File: src/rtl/gpout_write_arbiter_pkg.sv
// Shared constants, state encoding and helpers for the GP-output write arbiter.
package gpout_write_arbiter_pkg;

    localparam logic [3:0] GPOUT_ADDR_0   = 4'h0;
    localparam logic [3:0] GPOUT_ADDR_1   = 4'h1;
    localparam int         GPOUT_NUM_REGS = 2;
    localparam int         GAP_CNT_W      = 4;

    typedef enum logic [1:0] {
        ST_IDLE   = 2'd0,
        ST_STROBE = 2'd1,
        ST_GAP    = 2'd2
    } gpout_state_e;

    // Index width that stays at least one bit wide for a single requester.
    function automatic int idx_w(input int n);
        return (n > 1) ? $clog2(n) : 1;
    endfunction

endpackage

File: src/rtl/gpout_write_arbiter_if.sv
// Requester-side handshake plus peripheral-side write port of the GP-output arbiter.
interface gpout_write_arbiter_if #(
    parameter int NREQ = 2,
    parameter int DW   = 16,
    parameter int AW   = 4
);
    import gpout_write_arbiter_pkg::*;

    localparam int IDW = idx_w(NREQ);

    logic [NREQ-1:0]    req_valid;
    logic [NREQ*AW-1:0] req_addr;
    logic [NREQ*DW-1:0] req_data;
    logic [NREQ-1:0]    req_ready;
    logic               cs;
    logic               wr;
    logic [AW-1:0]      addr;
    logic [DW-1:0]      d_out;
    logic [IDW-1:0]     gnt_id;
    logic               addr_err;
    logic               busy;

    modport master (
        output req_valid, req_addr, req_data,
        input  req_ready, cs, wr, addr, d_out, gnt_id, addr_err, busy
    );

    modport slave (
        input  req_valid, req_addr, req_data,
        output req_ready, cs, wr, addr, d_out, gnt_id, addr_err, busy
    );

endinterface

File: src/rtl/gpout_write_arbiter_rr_pick.sv
// Combinational rotate-priority picker: first requester after last_grant wins.
module gpout_write_arbiter_rr_pick
    import gpout_write_arbiter_pkg::*;
#(
    parameter  int NREQ = 2,
    localparam int IDW  = idx_w(NREQ)
) (
    input  logic [NREQ-1:0] req,
    input  logic [IDW-1:0]  last,
    output logic [NREQ-1:0] gnt_oh,
    output logic [IDW-1:0]  gnt_idx,
    output logic            any
);

    int             cand;
    logic [IDW-1:0] cand_idx;

    always_comb begin
        gnt_oh   = '0;
        gnt_idx  = '0;
        any      = 1'b0;
        cand     = 0;
        cand_idx = '0;
        // Scan last+1, last+2, ... wrapping, so last_grant itself is checked last.
        for (int k = 1; k <= NREQ; k++) begin
            cand     = (int'(last) + k) % NREQ;
            cand_idx = IDW'(cand);
            if (!any && req[cand_idx]) begin
                any             = 1'b1;
                gnt_oh[cand_idx] = 1'b1;
                gnt_idx         = cand_idx;
            end
        end
    end

endmodule

File: src/rtl/gpout_write_arbiter.sv
// Round-robin arbiter sharing the GP-output peripheral write port among NREQ requesters.
module gpout_write_arbiter
    import gpout_write_arbiter_pkg::*;
#(
    parameter int NREQ     = 2,
    parameter int DW       = 16,
    parameter int AW       = 4,
    parameter int NUM_REGS = GPOUT_NUM_REGS,
    parameter int WR_GAP   = 1
) (
    input  logic                  clk,
    input  logic                  rst,
    gpout_write_arbiter_if.slave  bus
);

    localparam int                   IDW        = idx_w(NREQ);
    localparam logic [GAP_CNT_W-1:0] GAP_LOAD   = GAP_CNT_W'((WR_GAP > 0) ? WR_GAP - 1 : 0);
    localparam logic [AW:0]          NUM_REGS_W = (AW+1)'(NUM_REGS);

    gpout_state_e         state_p1;
    gpout_state_e         state_nxt;
    logic [IDW-1:0]       last_grant_p1;
    logic [IDW-1:0]       gnt_id_p1;
    logic [AW-1:0]        addr_p1;
    logic [DW-1:0]        d_out_p1;
    logic [GAP_CNT_W-1:0] gap_cnt_p1;
    logic                 cs_p1;
    logic                 addr_err_p1;

    logic [NREQ-1:0]      win_oh;
    logic [IDW-1:0]       win_idx;
    logic                 win_any;
    logic [AW-1:0]        win_addr;
    logic [DW-1:0]        win_data;
    logic                 addr_ok;
    logic                 xfer;

    gpout_write_arbiter_rr_pick #(.NREQ(NREQ)) u_pick (
        .req     (bus.req_valid),
        .last    (last_grant_p1),
        .gnt_oh  (win_oh),
        .gnt_idx (win_idx),
        .any     (win_any)
    );

    always_comb begin
        win_addr = '0;
        win_data = '0;
        for (int i = 0; i < NREQ; i++) begin
            if (win_oh[i]) begin
                win_addr = bus.req_addr[i*AW +: AW];
                win_data = bus.req_data[i*DW +: DW];
            end
        end
    end

    // Ready is held low while reset is asserted even though the state reads IDLE.
    assign addr_ok       = ({1'b0, win_addr} < NUM_REGS_W);
    assign xfer          = rst && (state_p1 == ST_IDLE) && win_any;
    assign bus.req_ready = xfer ? win_oh : '0;

    always_ff @(posedge clk or negedge rst) begin
        if (!rst) begin
            state_p1 <= ST_IDLE;
        end else begin
            state_p1 <= state_nxt;
        end
    end

    always_comb begin
        state_nxt = state_p1;
        unique case (state_p1)
            ST_IDLE: begin
                if (win_any) begin
                    if (addr_ok)         state_nxt = ST_STROBE;
                    else if (WR_GAP > 0) state_nxt = ST_GAP;
                    else                 state_nxt = ST_IDLE;
                end
            end
            ST_STROBE: begin
                if (WR_GAP > 0) state_nxt = ST_GAP;
                else            state_nxt = ST_IDLE;
            end
            ST_GAP: begin
                if (gap_cnt_p1 == '0) state_nxt = ST_IDLE;
            end
            default: state_nxt = ST_IDLE;
        endcase
    end

    // ---- output / bookkeeping register stage ----
    always_ff @(posedge clk or negedge rst) begin
        if (!rst) begin
            cs_p1         <= 1'b0;
            addr_err_p1   <= 1'b0;
            addr_p1       <= '0;
            d_out_p1      <= '0;
            gnt_id_p1     <= '0;
            last_grant_p1 <= IDW'(NREQ - 1);
            gap_cnt_p1    <= '0;
        end else begin
            cs_p1       <= (state_nxt == ST_STROBE);
            addr_err_p1 <= xfer && !addr_ok;
            if (xfer) begin
                gnt_id_p1     <= win_idx;
                last_grant_p1 <= win_idx;
                // A dropped write leaves the peripheral-facing addr/data untouched.
                if (addr_ok) begin
                    addr_p1  <= win_addr;
                    d_out_p1 <= win_data;
                end
            end
            if ((state_nxt == ST_GAP) && (state_p1 != ST_GAP)) begin
                gap_cnt_p1 <= GAP_LOAD;
            end else if (state_p1 == ST_GAP) begin
                gap_cnt_p1 <= gap_cnt_p1 - 1'b1;
            end
        end
    end

    assign bus.cs       = cs_p1;
    assign bus.wr       = cs_p1;
    assign bus.addr     = addr_p1;
    assign bus.d_out    = d_out_p1;
    assign bus.gnt_id   = gnt_id_p1;
    assign bus.addr_err = addr_err_p1;
    assign bus.busy     = (state_p1 != ST_IDLE);

endmodule

File: src/flat_wrapper.sv
// flat-port wrapper written by rule: the top's interface ports become plain ports
module gpout_write_arbiter_flat import gpout_write_arbiter_pkg::*;
#(
    parameter int NREQ     = 2,
    parameter int DW       = 16,
    parameter int AW       = 4,
    parameter int NUM_REGS = GPOUT_NUM_REGS,
    parameter int WR_GAP   = 1
)
  (clk, rst, bus_req_valid, bus_req_addr, bus_req_data, bus_req_ready, bus_cs, bus_wr, bus_addr, bus_d_out, bus_gnt_id, bus_addr_err, bus_busy);
  gpout_write_arbiter_if #(.NREQ(NREQ), .DW(DW), .AW(AW)) bus_i ();
  input  logic clk;
  input  logic rst;
  input wire logic [$bits(bus_i.req_valid)-1:0] bus_req_valid;
  input wire logic [$bits(bus_i.req_addr)-1:0] bus_req_addr;
  input wire logic [$bits(bus_i.req_data)-1:0] bus_req_data;
  output wire logic [$bits(bus_i.req_ready)-1:0] bus_req_ready;
  output wire logic [$bits(bus_i.cs)-1:0] bus_cs;
  output wire logic [$bits(bus_i.wr)-1:0] bus_wr;
  output wire logic [$bits(bus_i.addr)-1:0] bus_addr;
  output wire logic [$bits(bus_i.d_out)-1:0] bus_d_out;
  output wire logic [$bits(bus_i.gnt_id)-1:0] bus_gnt_id;
  output wire logic [$bits(bus_i.addr_err)-1:0] bus_addr_err;
  output wire logic [$bits(bus_i.busy)-1:0] bus_busy;
  assign bus_i.req_valid = bus_req_valid;
  assign bus_i.req_addr = bus_req_addr;
  assign bus_i.req_data = bus_req_data;
  assign bus_req_ready = bus_i.req_ready;
  assign bus_cs = bus_i.cs;
  assign bus_wr = bus_i.wr;
  assign bus_addr = bus_i.addr;
  assign bus_d_out = bus_i.d_out;
  assign bus_gnt_id = bus_i.gnt_id;
  assign bus_addr_err = bus_i.addr_err;
  assign bus_busy = bus_i.busy;
  gpout_write_arbiter #(.NREQ(NREQ), .DW(DW), .AW(AW), .NUM_REGS(NUM_REGS), .WR_GAP(WR_GAP)) u_core (.clk(clk), .rst(rst), .bus(bus_i));
endmodule
File: config.mk
export PLATFORM = sky130hd
export DESIGN_NAME = gpout_write_arbiter_flat
export DESIGN_NICKNAME = d
export VERILOG_FILES = /design/src/rtl/gpout_write_arbiter_pkg.sv /design/src/rtl/gpout_write_arbiter_if.sv /design/src/rtl/gpout_write_arbiter_rr_pick.sv /design/src/rtl/gpout_write_arbiter.sv /design/src/flat_wrapper.sv
export SDC_FILE = /design/constraint.sdc
export NUM_CORES = 1
export LEC_CHECK = 0
export ABC_AREA = 1
export CAP_MARGIN = 20
export CORE_AREA = 8 8 69 71
export DETAILED_ROUTE_END_ITERATION = 12
export DIE_AREA = 0 0 77 79
export PLACE_DENSITY = 0.82
export SETUP_SLACK_MARGIN = 0.02
export SLEW_MARGIN = 15
export SYNTH_ARGS = -nofsm -noshare
export SYNTH_HDL_FRONTEND = slang
export SYNTH_SLANG_ARGS = --single-unit
File: constraint.sdc
create_clock -name clk -period 3.7 [get_ports clk]
set_input_delay 0.555 -clock clk [delete_from_list [all_inputs] [get_ports clk]]
set_output_delay 0.555 -clock clk [all_outputs]
set_load 0.02 [all_outputs]
### After elaboration in Yosys (flattened, before gate mapping)

Cells that the tools add are included.

| word-level totals | value |
|---|---|
| word-level logic and storage cells | 61 |
| input port bits | 44 |
| output and inout bits | 27 |
| bits in registers | 30 |

| cells by class | value |
|---|---|
| multiplexer cells | 25 |
| add/subtract/negate cells | 3 |
| eq/ne operators | 5 |
| magnitude comparators | 5 |
| reduce and logical (&&, ||, !) cells | 14 |
| bitwise operators | 1 |

Operators by type and width:

| kind | number |
|---|---|
| $mux W16 | 2 |
| $mux W4 | 4 |
| $mux W2 | 6 |
| $mux W1 | 10 |
| $logic_and A1 B1 Y1 | 7 |
| $pmux W2 S3 | 1 |
| $eq A2 B1 Y1 const B | 2 |
| $eq A2 B2 Y1 const B | 2 |
| $logic_not A4 Y1 | 1 |
| $lt A1 B2 Y1 const B | 2 |
| $lt A4 B2 Y1 const B | 1 |
| $reduce_bool A2 Y1 | 2 |
| $sub A4 B1 Y4 const B | 1 |
| $add A1 B1 Y1 const B | 2 |
| $demux W1 S1 | 2 |
| $ge A1 B1 Y1 const B | 2 |
| $logic_not A1 Y1 | 2 |
| $logic_not A2 Y1 | 1 |
| $ne A2 B2 Y1 const B | 1 |
| $or A2 B2 Y2 | 1 |
| $reduce_and A2 Y1 | 1 |

### Depth between registers and ports, before layout

Gate-level depths: netlist of run 1.

| depth | value |
|---|---|
| word-level depth | 17 |
| depth in mapped cells | 9 |

### Cells and area by module

From an unflattened synthesis of run 1, not the netlist that was laid out.

| second synthesis, totals | value |
|---|---|
| cells, all modules | 160 |
| area, all modules | 1545.2 um^2 |

By module, submodules not included:

| module | area each (um^2) | cells an instance | seq. area each (um^2) | instances |
|---|---|---|---|---|
| gpout_write_arbiter | 1514.0 | 153 | 752.0 | 1 |
| gpout_write_arbiter_rr_pick | 31.3 | 7 | 0.0 | 1 |

### Worst setup path after synthesis of run 1

OpenSTA, ideal clock, no wires.

| path | value |
|---|---|
| kind | input port to output port |
| from | input port bus_req_valid[0] |
| to | output port bus_req_ready[0] |
| data required time | 3.145 ns |
| arrival time | 1.430 ns |
| setup slack | 1.715 ns |
| stages on the path | 7 |
| path buffers | 1 |
| cells stage by stage | inv_1 o21ai_0 nor2_2 nor2_4 buf_2 nand2_1 inv_1 |

| between the ends | value |
|---|---|
| cells in the longest elaborated chain, start to end | 8 |

RTL lines:

| what | line | source |
|---|---|---|
| start: declaration | flat_wrapper.sv:14 | `input wire logic [$bits(bus_i.req_valid)-1:0] bus_req_valid;` |
| $mux W1 (not written as such) (2 in a row) | gpout_write_arbiter_rr_pick.sv:28 | `if (!any && req[cand_idx]) begin` |
| $mux W1 | gpout_write_arbiter_rr_pick.sv:28 |  |
| $logic_not A1 Y1 | gpout_write_arbiter_rr_pick.sv:28 |  |
| $logic_and A1 B1 Y1 | gpout_write_arbiter_rr_pick.sv:28 |  |
| $mux W1 | gpout_write_arbiter_rr_pick.sv:28 |  |
| $logic_and A1 B1 Y1 | gpout_write_arbiter.sv:59 | `assign xfer = rst && (state_p1 == ST_IDLE) && win_any;` |
| $mux W2 (*) | gpout_write_arbiter.sv:60 | `assign bus.req_ready = xfer ? win_oh : '0;` |
| end: declaration | flat_wrapper.sv:17 | `output wire logic [$bits(bus_i.req_ready)-1:0] bus_req_ready;` |

Every way passes the cells marked *; elsewhere a longest branch is shown, timed or not. The select of a mux whose other input is x is not followed.

### Worst setup path after layout of run 1

| path | value |
|---|---|
| from | input port bus_req_valid[0] |
| to | output port bus_req_ready[1] |

Same word-level chain as after synthesis.

==> flow_summary.json, run 1 <==
{
  "synth_cells": 208,
  "synth_flop_cell": "dfrtp_1",
  "std_cell_rows": 23,
  "area_growth_pct": 54.26,
  "viasPerCell": 4.580,
  "io_pins": 71,
  "start_util_pct": 41.34,
  "vias": 1525,
  "die_area_mm2": 0.006083,
  "cts-resized-gates": 0,
  "clkTransAtPathRegs_ns": 0.06,
  "post_cts_buffers": 0,
  "reg2reg_slack_ns": 1.96,
  "grt_max_degree": 31,
  "hp-class": "reg2reg",
  "wl_per_cell_um": 12.46,
  "startpoint_type": "primary input",
  "total_power_mw": 1.657,
  "grt_pass1_vias": 1534,
  "worstReg2RegEnd": "u_core.bus.addr[2]$_DFFE_PN0P_",
  "synth_area_mm2": 0.001570,
  "drv_slew": 0,
  "ant_nets": 0,
  "drc": 0,
  "cts.sinks": 30,
  "drtIter0Drc": 64,
  "postPlaceCellArea_mm2": 0.002312,
  "cts-buffers-inserted": 5,
  "antenna_found_initial": 0,
  "period_minus_slack_ns": 3.103,
  "cap_violations": 0,
  "critPathCaptureType": "output pin",
  "synth-edff-count": 0,
  "rsz0062_at_grt": "no",
  "max_freq_mhz": 322.3,
  "gp_congestion": 0.7596,
  "arrival_ns": 2.55,
  "async_reset_ff_share_pct": 100.0,
  "core_area_mm2": 0.003799,
  "antenna_cells": 0,
  "min_period_over_period_pct": 83.86,
  "finalNetCount": 327,
  "ctsHoldBuffers": 0,
  "outcome": "complete, no violations",
  "hold_path_end": "u_core.bus.d_out[11]$_DFFE_PN0P_",
  "reg2reg_depth": 9,
  "crit_type": "in2out",
  "drive_above_1_share_pct": 8.481,
  "mostFrequentLayoutCells": "nand2_1 (102), clkdlybuf4s50_1 (70), dfrtp_1 (29)",
  "ys_ff_latch": 30,
  "synth_top_area_share_pct": 46.22,
  "final_common_cell": "nand2_1",
  "worstPathRequired_ns": 3.14,
  "grt-ovfl-total": 0,
  "fin_setup_tns_ns": 0,
  "fillers": 331,
  "cts-root-buf": "clkbuf_8",
  "vdd_ir_drop_max_uv": 287.0,
  "track_usage_pct": 14.57,
  "yosys-top-cells-area": "dfrtp_1 (46%), nand2_1 (24%), nand3_1 (7.3%), inv_1 (4.3%), a21oi_4 (2.1%)",
  "timing.max_slew.rel_slack_pct": 74.71,
  "min_from": "u_core.bus.d_out[11]$_DFFE_PN0P_",
  "power_density_mw_per_mm2": 684.1,
  "regToRegStartpoint": "u_core.last_grant_p1$_DFFE_PN1P_",
  "hold_violations": 0,
  "die_h_um": 79,
  "synth_top_area_cell": "dfrtp_1",
  "worstHoldPathCells": 2,
  "grt_pass1_wl_mm": 7.155,
  "syn_area_per_cell_um2": 7.549,
  "crit_fanout": 11,
  "ys_warn_count": 0,
  "dpl.hpwl_mm": 3.132,
  "tritoncts": "built",
  "syn-num-nets": 253,
  "synth_cell_type_count": 24,
  "setup_viol": 0,
  "drt-total-wl_mm": 4.148,
  "fp.dieW_um": 77,
  "skew_ns": 0.006699,
  "p_leak_nw": 1.230,
  "drt-pass1-iter-count": 4,
  "cts_max_path_buffers": 2,
  "tightest_slew_ns": 0.3794,
  "final_area_mm2": 0.002422,
  "hold_slack_ns": 0.4699,
  "clk_latency_ns": 0.28,
  "cts_max_level": 2,
  "io_buffers": 70,
  "yosysSeqAreaShare_pct": 47.89
}
==> worst max-delay path, stage by stage <==
cell and delay, ns:
clkdlybuf4s50_1 0.55, inv_1 0.10, o21ai_0 0.21, nor2_2 0.09, nor2_4 0.21, nand2_1 0.13, inv_1 0.08, clkdlybuf4s50_1 0.61
==> per-stage QoR <==
stage | worst slack, ns | std cells | util [%]
after detailed placement | 0.5986 | 325 | 60.87
after global placement | 0.6569 | 325 | 60.87
after global routing | 0.4438 | 333 | 63.77
after floorplan | 1.715 | 208 | -
final | 0.5971 | 333 | 63.77
after CTS | 0.5883 | 333 | 63.77
==> power by group <==
part / switching [mW] / total (mW) / leakage [nW] / internal, mW
Combinational: 0.453 / 0.811 / 0.788 / 0.357
Sequential: 0.0766 / 0.541 / 0.385 / 0.465
Clock: 0.118 / 0.305 / 0.0575 / 0.188
Total: 0.648 / 1.66 / 1.23 / 1.01
==> synthesized netlist by cell type (3+ instances only) <==
| cell type | count |
|---|---|
| nand2_1 | 102 |
| nor2_1 | 8 |
| inv_1 | 18 |
| o21ai_0 | 3 |
| dfrtp_1 | 29 |
| nand3_1 | 23 |
==> cell type report <==
cell class / count / area, µm² / area share [%]
Multi-Input combinational cell: 151 / 689.4 / 28.46
Tap cell: 50 / 62.56 / 2.583
Timing Repair Buffer: 74 / 730.7 / 30.17
Sequential cell: 30 / 752.0 / 31.04
Clock buffer: 8 / 110.1 / 4.545
Inverter: 20 / 77.57 / 3.202
==> worst max path at each step <==
stage                            end             start  slack (ns)
detailed placement  bus_req_ready[1]  bus_req_valid[0]        0.60
global route        bus_req_ready[1]  bus_req_valid[0]        0.44
global placement    bus_req_ready[1]  bus_req_valid[0]        0.66
finish              bus_req_ready[1]  bus_req_valid[0]        0.60
floorplan           bus_req_ready[0]  bus_req_valid[0]        1.71
CTS                 bus_req_ready[1]  bus_req_valid[0]        0.59
==> layer usage <==
metal | global-route usage (%) | routed length, µm
met1 | 17.00 | 1896
met2 | 23.96 | 1923
met3 | 4.740 | 249
met4 | 6.792 | 79
met5 | 0 | 0
==> cell families after synthesis <==
family | Yosys count | share of synthesized area, %
simple gates | 144 | 39.76
flops | 30 | 47.89
buf+inv | 27 | 8.206
compound gates | 6 | 3.346
fa+ha+maj | 1 | 0.7967
==> flip-flops by register name, indices dropped and copies added (netlist names) <==
signal / count
u_core.bus.cs: 1
u_core.bus.addr: 4
u_core.bus.addr_err: 1
u_core.gap_cnt_p1: 4
u_core.bus.gnt_id: 1
u_core.state_p1: 2
u_core.bus.d_out: 16
u_core.last_grant_p1: 1
Power figures use the tool's default switching activity.
==> run 2: changes to the inputs <==
CORE_AREA = 8 8 71 73   (was 8 8 69 71)
DIE_AREA = 0 0 79 81   (was 0 0 77 79)
PLACE_DENSITY = 0.78   (was 0.82)
clock period = 3.12 ns   (was 3.7 ns; I/O delays follow)
==> flow_summary.json, run 2 (synthesized netlist as in run 1, its figures left out) <==
{
  "startpoint_type": "primary input",
  "rsz0062_at_grt": "no",
  "max_freq_mhz": 362.7,
  "track_usage_pct": 13.94,
  "drive_above_1_share_pct": 8.451,
  "crit_fanout": 4,
  "cpPeakStageDelay_ns": 0.61,
  "viasPerCell": 4.515,
  "crit_chain": "clkdlybuf4s50_1 -> inv_1 -> o21ai_0 -> nor2_2 -> nor2_4 -> nand2_1 -> inv_1 -> clkdlybuf4s50_1",
  "post_cts_buffers": 0,
  "reg2reg_slack_ns": 1.38,
  "ant_nets": 0,
  "std_cell_rows": 23,
  "final_common_cell": "nand2_1",
  "arrival_ns": 2.29,
  "grt_pass1_vias": 1467,
  "grt-ovfl-total": 0,
  "ctsHoldBuffers": 0,
  "fp.dieW_um": 79,
  "wl_per_cell_um": 12.68,
  "total_power_mw": 1.927,
  "drv_slew": 0,
  "core_area_mm2": 0.003914,
  "fin_setup_tns_ns": 0,
  "power_density_mw_per_mm2": 799.4,
  "cts_max_path_buffers": 2,
  "area_growth_pct": 53.55,
  "cts-buffers-inserted": 5,
  "vdd_ir_drop_max_uv": 338.9,
  "antenna_cells": 0,
  "hold_path_end": "u_core.bus.d_out[7]$_DFFE_PN0P_",
  "crit_type": "in2out",
  "fin_cells": 334,
  "grt_pass1_wl_mm": 6.975,
  "clkTransAtPathRegs_ns": 0.06,
  "tritoncts": "built",
  "drt-total-wl_mm": 4.235,
  "clk_latency_ns": 0.28,
  "start_util_pct": 40.12,
  "drtIter0Drc": 105,
  "io_buffers": 70,
  "largest_register_ffs": 16,
  "critPathCaptureType": "output pin",
  "p_leak_nw": 1.226,
  "timing.max_slew.rel_slack_pct": 74.86,
  "worstReg2RegEnd": "u_core.bus.addr[3]$_DFFE_PN0P_",
  "cts.sinks": 30,
  "outcome": "complete, no violations",
  "finalNetCount": 328,
  "skew_ns": 0.004383,
  "vias": 1508,
  "min_period_over_period_pct": 88.37,
  "setup_viol": 0,
  "io_pins": 71,
  "reg2reg_depth": 9,
  "fin_util_pct": 61.60,
  "worstPathRequired_ns": 2.65,
  "fillers": 360,
  "mostFrequentLayoutCells": "nand2_1 (102), clkdlybuf4s50_1 (70), dfrtp_1 (29)",
  "dp.cells": 326,
  "cts_max_level": 2,
  "gp_congestion": 0.8334,
  "drc": 0,
  "cts-resized-gates": 0,
  "period_minus_slack_ns": 2.757,
  "antenna_found_initial": 0,
  "drt-pass1-iter-count": 4,
  "cpMaxStageDelayCell": "clkdlybuf4s50_1",
  "tightest_slew_ns": 0.3771,
  "dpl.hpwl_mm": 3.190,
  "regToRegStartpoint": "u_core.last_grant_p1$_DFFE_PN1P_",
  "die_area_mm2": 0.006399,
  "die_h_um": 81,
  "cts-root-buf": "clkbuf_8",
  "hp-class": "reg2reg",
  "min_from": "u_core.bus.d_out[7]$_DFFE_PN0P_",
  "grt_max_degree": 31,
  "hold_violations": 0,
  "worstHoldPathCells": 2,
  "cap_violations": 0
}
run 2: cell count changes in the layout (fill, tap and decap cells not counted):
cell / delta
buf_4: +1
clkbuf_1: +1
clkbuf_8: -2
clkinv_2: +1
run 2: layout make-up:
cell class | count | area (µm²) | area share [%]
flip-flops and latches | 30 | 752.0 | 31.19
clock inverters | 1 | 5.005 | 0.2076
multi-input cells | 151 | 689.4 | 28.59
well taps | 50 | 62.56 | 2.595
repair buffers | 75 | 738.2 | 30.62
inverters | 20 | 77.57 | 3.217
clock buffers | 7 | 86.33 | 3.581
run 2: routing by layer:
layer,vias up,share of wire (%),wire [µm],global-route usage (%)
met3,9,9.4,396,5.850
met2,51,45,1925,22.60
met4,0,2.6,111,7.222
met5,-,0,0,0
li1,788,-,-,-
met1,660,43,1801,15.42
run 2: critical path, delay by kind of cell:
family / cells / cell delay [ns]
compound gates: 1 / 0.21
buf+inv: 4 / 1.32
simple gates: 3 / 0.29
run 2: where the power goes:
group / switching [mW] / internal, mW / leakage (nW)
Combinational: 0.542 / 0.429 / 0.793
Clock: 0.139 / 0.177 / 0.0482
Sequential: 0.0882 / 0.551 / 0.385
run 2: through the flow:
| stage | hold slack [ns] | setup slack (ns) | cell area [µm²] |
|---|---|---|---|
| 2_1_floorplan | 0.1724 | 1.297 | 1570 |
| 3_3_place_gp | 0.4522 | 0.4037 | 2320 |
| 3_5_place_dp | 0.4571 | 0.3532 | 2320 |
| 4_1_cts | 0.4724 | 0.3498 | 2411 |
| 5_1_grt | 0.4836 | 0.2181 | 2411 |
| 6_report | 0.4694 | 0.3628 | 2411 |
run 2: how the worst max path moves through the flow:
stage	slack (ns)	end	from
CTS	0.35	bus_req_ready[1]	bus_req_valid[0]
finish	0.36	bus_req_ready[1]	bus_req_valid[0]
global route	0.22	bus_req_ready[1]	bus_req_valid[0]
detailed placement	0.35	bus_req_ready[1]	bus_req_valid[0]
global placement	0.40	bus_req_ready[1]	bus_req_valid[0]
floorplan	1.30	bus_req_ready[0]	u_core.last_grant_p1$_DFFE_PN1P_
==> run 3: changes to the inputs <==
CORE_AREA = 2 2 65 67   (was 8 8 71 73)
DIE_AREA = 0 0 67 69   (was 0 0 79 81)
==> flow_summary.json, run 3 (synthesized netlist as in run 1, its figures left out) <==
{
  "outcome": "complete, no violations",
  "cts-resized-gates": 0,
  "cts-buffers-inserted": 5,
  "drv_slew": 0,
  "rsz0062_at_grt": "no",
  "multi_input_area_um2": 689.4,
  "dpl.hpwl_mm": 2.962,
  "track_usage_pct": 19.15,
  "fin_setup_tns_ns": 0,
  "cts_max_level": 2,
  "routed-wl-met2_mm": 1.949,
  "ctsHoldBuffers": 0,
  "die_h_um": 69,
  "clkTransAtPathRegs_ns": 0.06,
  "mostFrequentLayoutCells": "nand2_1 (102), clkdlybuf4s50_1 (70), dfrtp_1 (29)",
  "final_common_cell": "nand2_1",
  "skew_ns": 0.006143,
  "p_leak_nw": 1.236,
  "setup_viol": 0,
  "drtIter0Drc": 72,
  "wl_per_cell_um": 11.97,
  "critPathCaptureType": "output pin",
  "wl_met3_um": 312,
  "max_freq_mhz": 349.4,
  "antenna_found_initial": 0,
  "std_cell_rows": 23,
  "crit_type": "in2out",
  "ff_latch_area_um2": 752.0,
  "drt-met1-wl_mm": 1.690,
  "grt_pass1_vias": 1474,
  "io_buffers": 70,
  "die_area_mm2": 0.004623,
  "vias": 1539,
  "gp_congestion": 0.8323,
  "cap_violations": 0,
  "fin_util_pct": 62.05,
  "clk_latency_ns": 0.28,
  "largest_register_ffs": 16,
  "fillers": 379,
  "antenna_cells": 0,
  "core_area_mm2": 0.003914,
  "drt-pass1-iter-count": 4,
  "cts-root-buf": "clkbuf_8",
  "min_period_over_period_pct": 91.72,
  "arrival_ns": 2.39,
  "startpoint_type": "primary input",
  "hp-class": "reg2reg",
  "tightest_slew_ns": 0.3736,
  "top_layer": "met4",
  "period_minus_slack_ns": 2.862,
  "hold_violations": 0,
  "power_density_mw_per_mm2": 822.6,
  "worstPathRequired_ns": 2.65,
  "finalNetCount": 328,
  "fp.dieW_um": 67,
  "crit_fanout": 4,
  "timing.max_slew.rel_slack_pct": 75.10,
  "setup_ws_ns": 0.2582,
  "area_growth_pct": 54.66,
  "grt_max_degree": 31,
  "post-place-ws_ns": 0.2918,
  "tritoncts": "built",
  "drt-total-wl_mm": 3.998,
  "grt_pass1_wl_mm": 6.727,
  "start_util_pct": 40.12,
  "ant_nets": 0,
  "io_pins": 71,
  "drive_above_1_share_pct": 8.803,
  "cts.sinks": 30,
  "drc": 0,
  "grt-ovfl-total": 0,
  "viasPerCell": 4.608,
  "vdd_ir_drop_max_uv": 385.5,
  "post_cts_buffers": 0,
  "cts_max_path_buffers": 2
}
==> run 3: metal layers <==
metal  global-route usage, %  vias to the layer above
li1                        -                      783
met1                   23.39                      698
met2                   31.57                       52
met3                   6.036                        6
met4                   6.122                        0
met5                       0                        -
==> run 3: final cells by class <==
class	instances	share of cell area (%)
inverters	20	3.194
well taps	50	2.576
clock buffers	5	2.834
repair buffers	75	30.40
multi-input cells	151	28.39
clock inverters	3	1.649
flip-flops and latches	30	30.96
==> run 3: path summary, 6_finish.rpt <==
path	from	endpoint	slack (ns)	cells after the start
min in group asynchronous	rst	u_core.bus.gnt_id$_DFFE_PN0P_	0.68	2
max	bus_req_valid[0]	bus_req_ready[1]	0.26	8
min reg2reg	u_core.bus.d_out[10]$_DFFE_PN0P_	u_core.bus.d_out[10]$_DFFE_PN0P_	0.47	2
max in group asynchronous	rst	u_core.last_grant_p1$_DFFE_PN1P_	2.13	2
max reg2reg	u_core.last_grant_p1$_DFFE_PN1P_	u_core.bus.addr[1]$_DFFE_PN0P_	1.35	9
min	u_core.bus.d_out[10]$_DFFE_PN0P_	u_core.bus.d_out[10]$_DFFE_PN0P_	0.47	2
==> run 3: worst max-delay path, stage by stage <==
cell and delay (ns):
clkdlybuf4s50_1 0.58, inv_1 0.12, o21ai_0 0.21, nor2_2 0.09
nor2_4 0.13, nand2_1 0.12, inv_1 0.08, clkdlybuf4s50_1 0.59
==> run 3: power by group <==
part / switching [mW] / internal, mW / total (mW)
Combinational: 0.544 / 0.429 / 0.973
Clock: 0.148 / 0.235 / 0.382
Sequential: 0.0914 / 0.551 / 0.643
Total: 0.784 / 1.21 / 2.00
==> run 3: per-stage QoR <==
stage | total power [mW] | cell area (µm²) | cells | hold slack (ns)
after floorplan | 1.202 | 1570 | 208 | 0.1724
after global placement | 1.598 | 2320 | 326 | 0.4520
after detailed placement | 1.630 | 2320 | 326 | 0.4574
after CTS | 2.020 | 2429 | 334 | 0.4730
after global routing | 2.143 | 2429 | 334 | 0.4924
final | 1.998 | 2429 | 334 | 0.4698
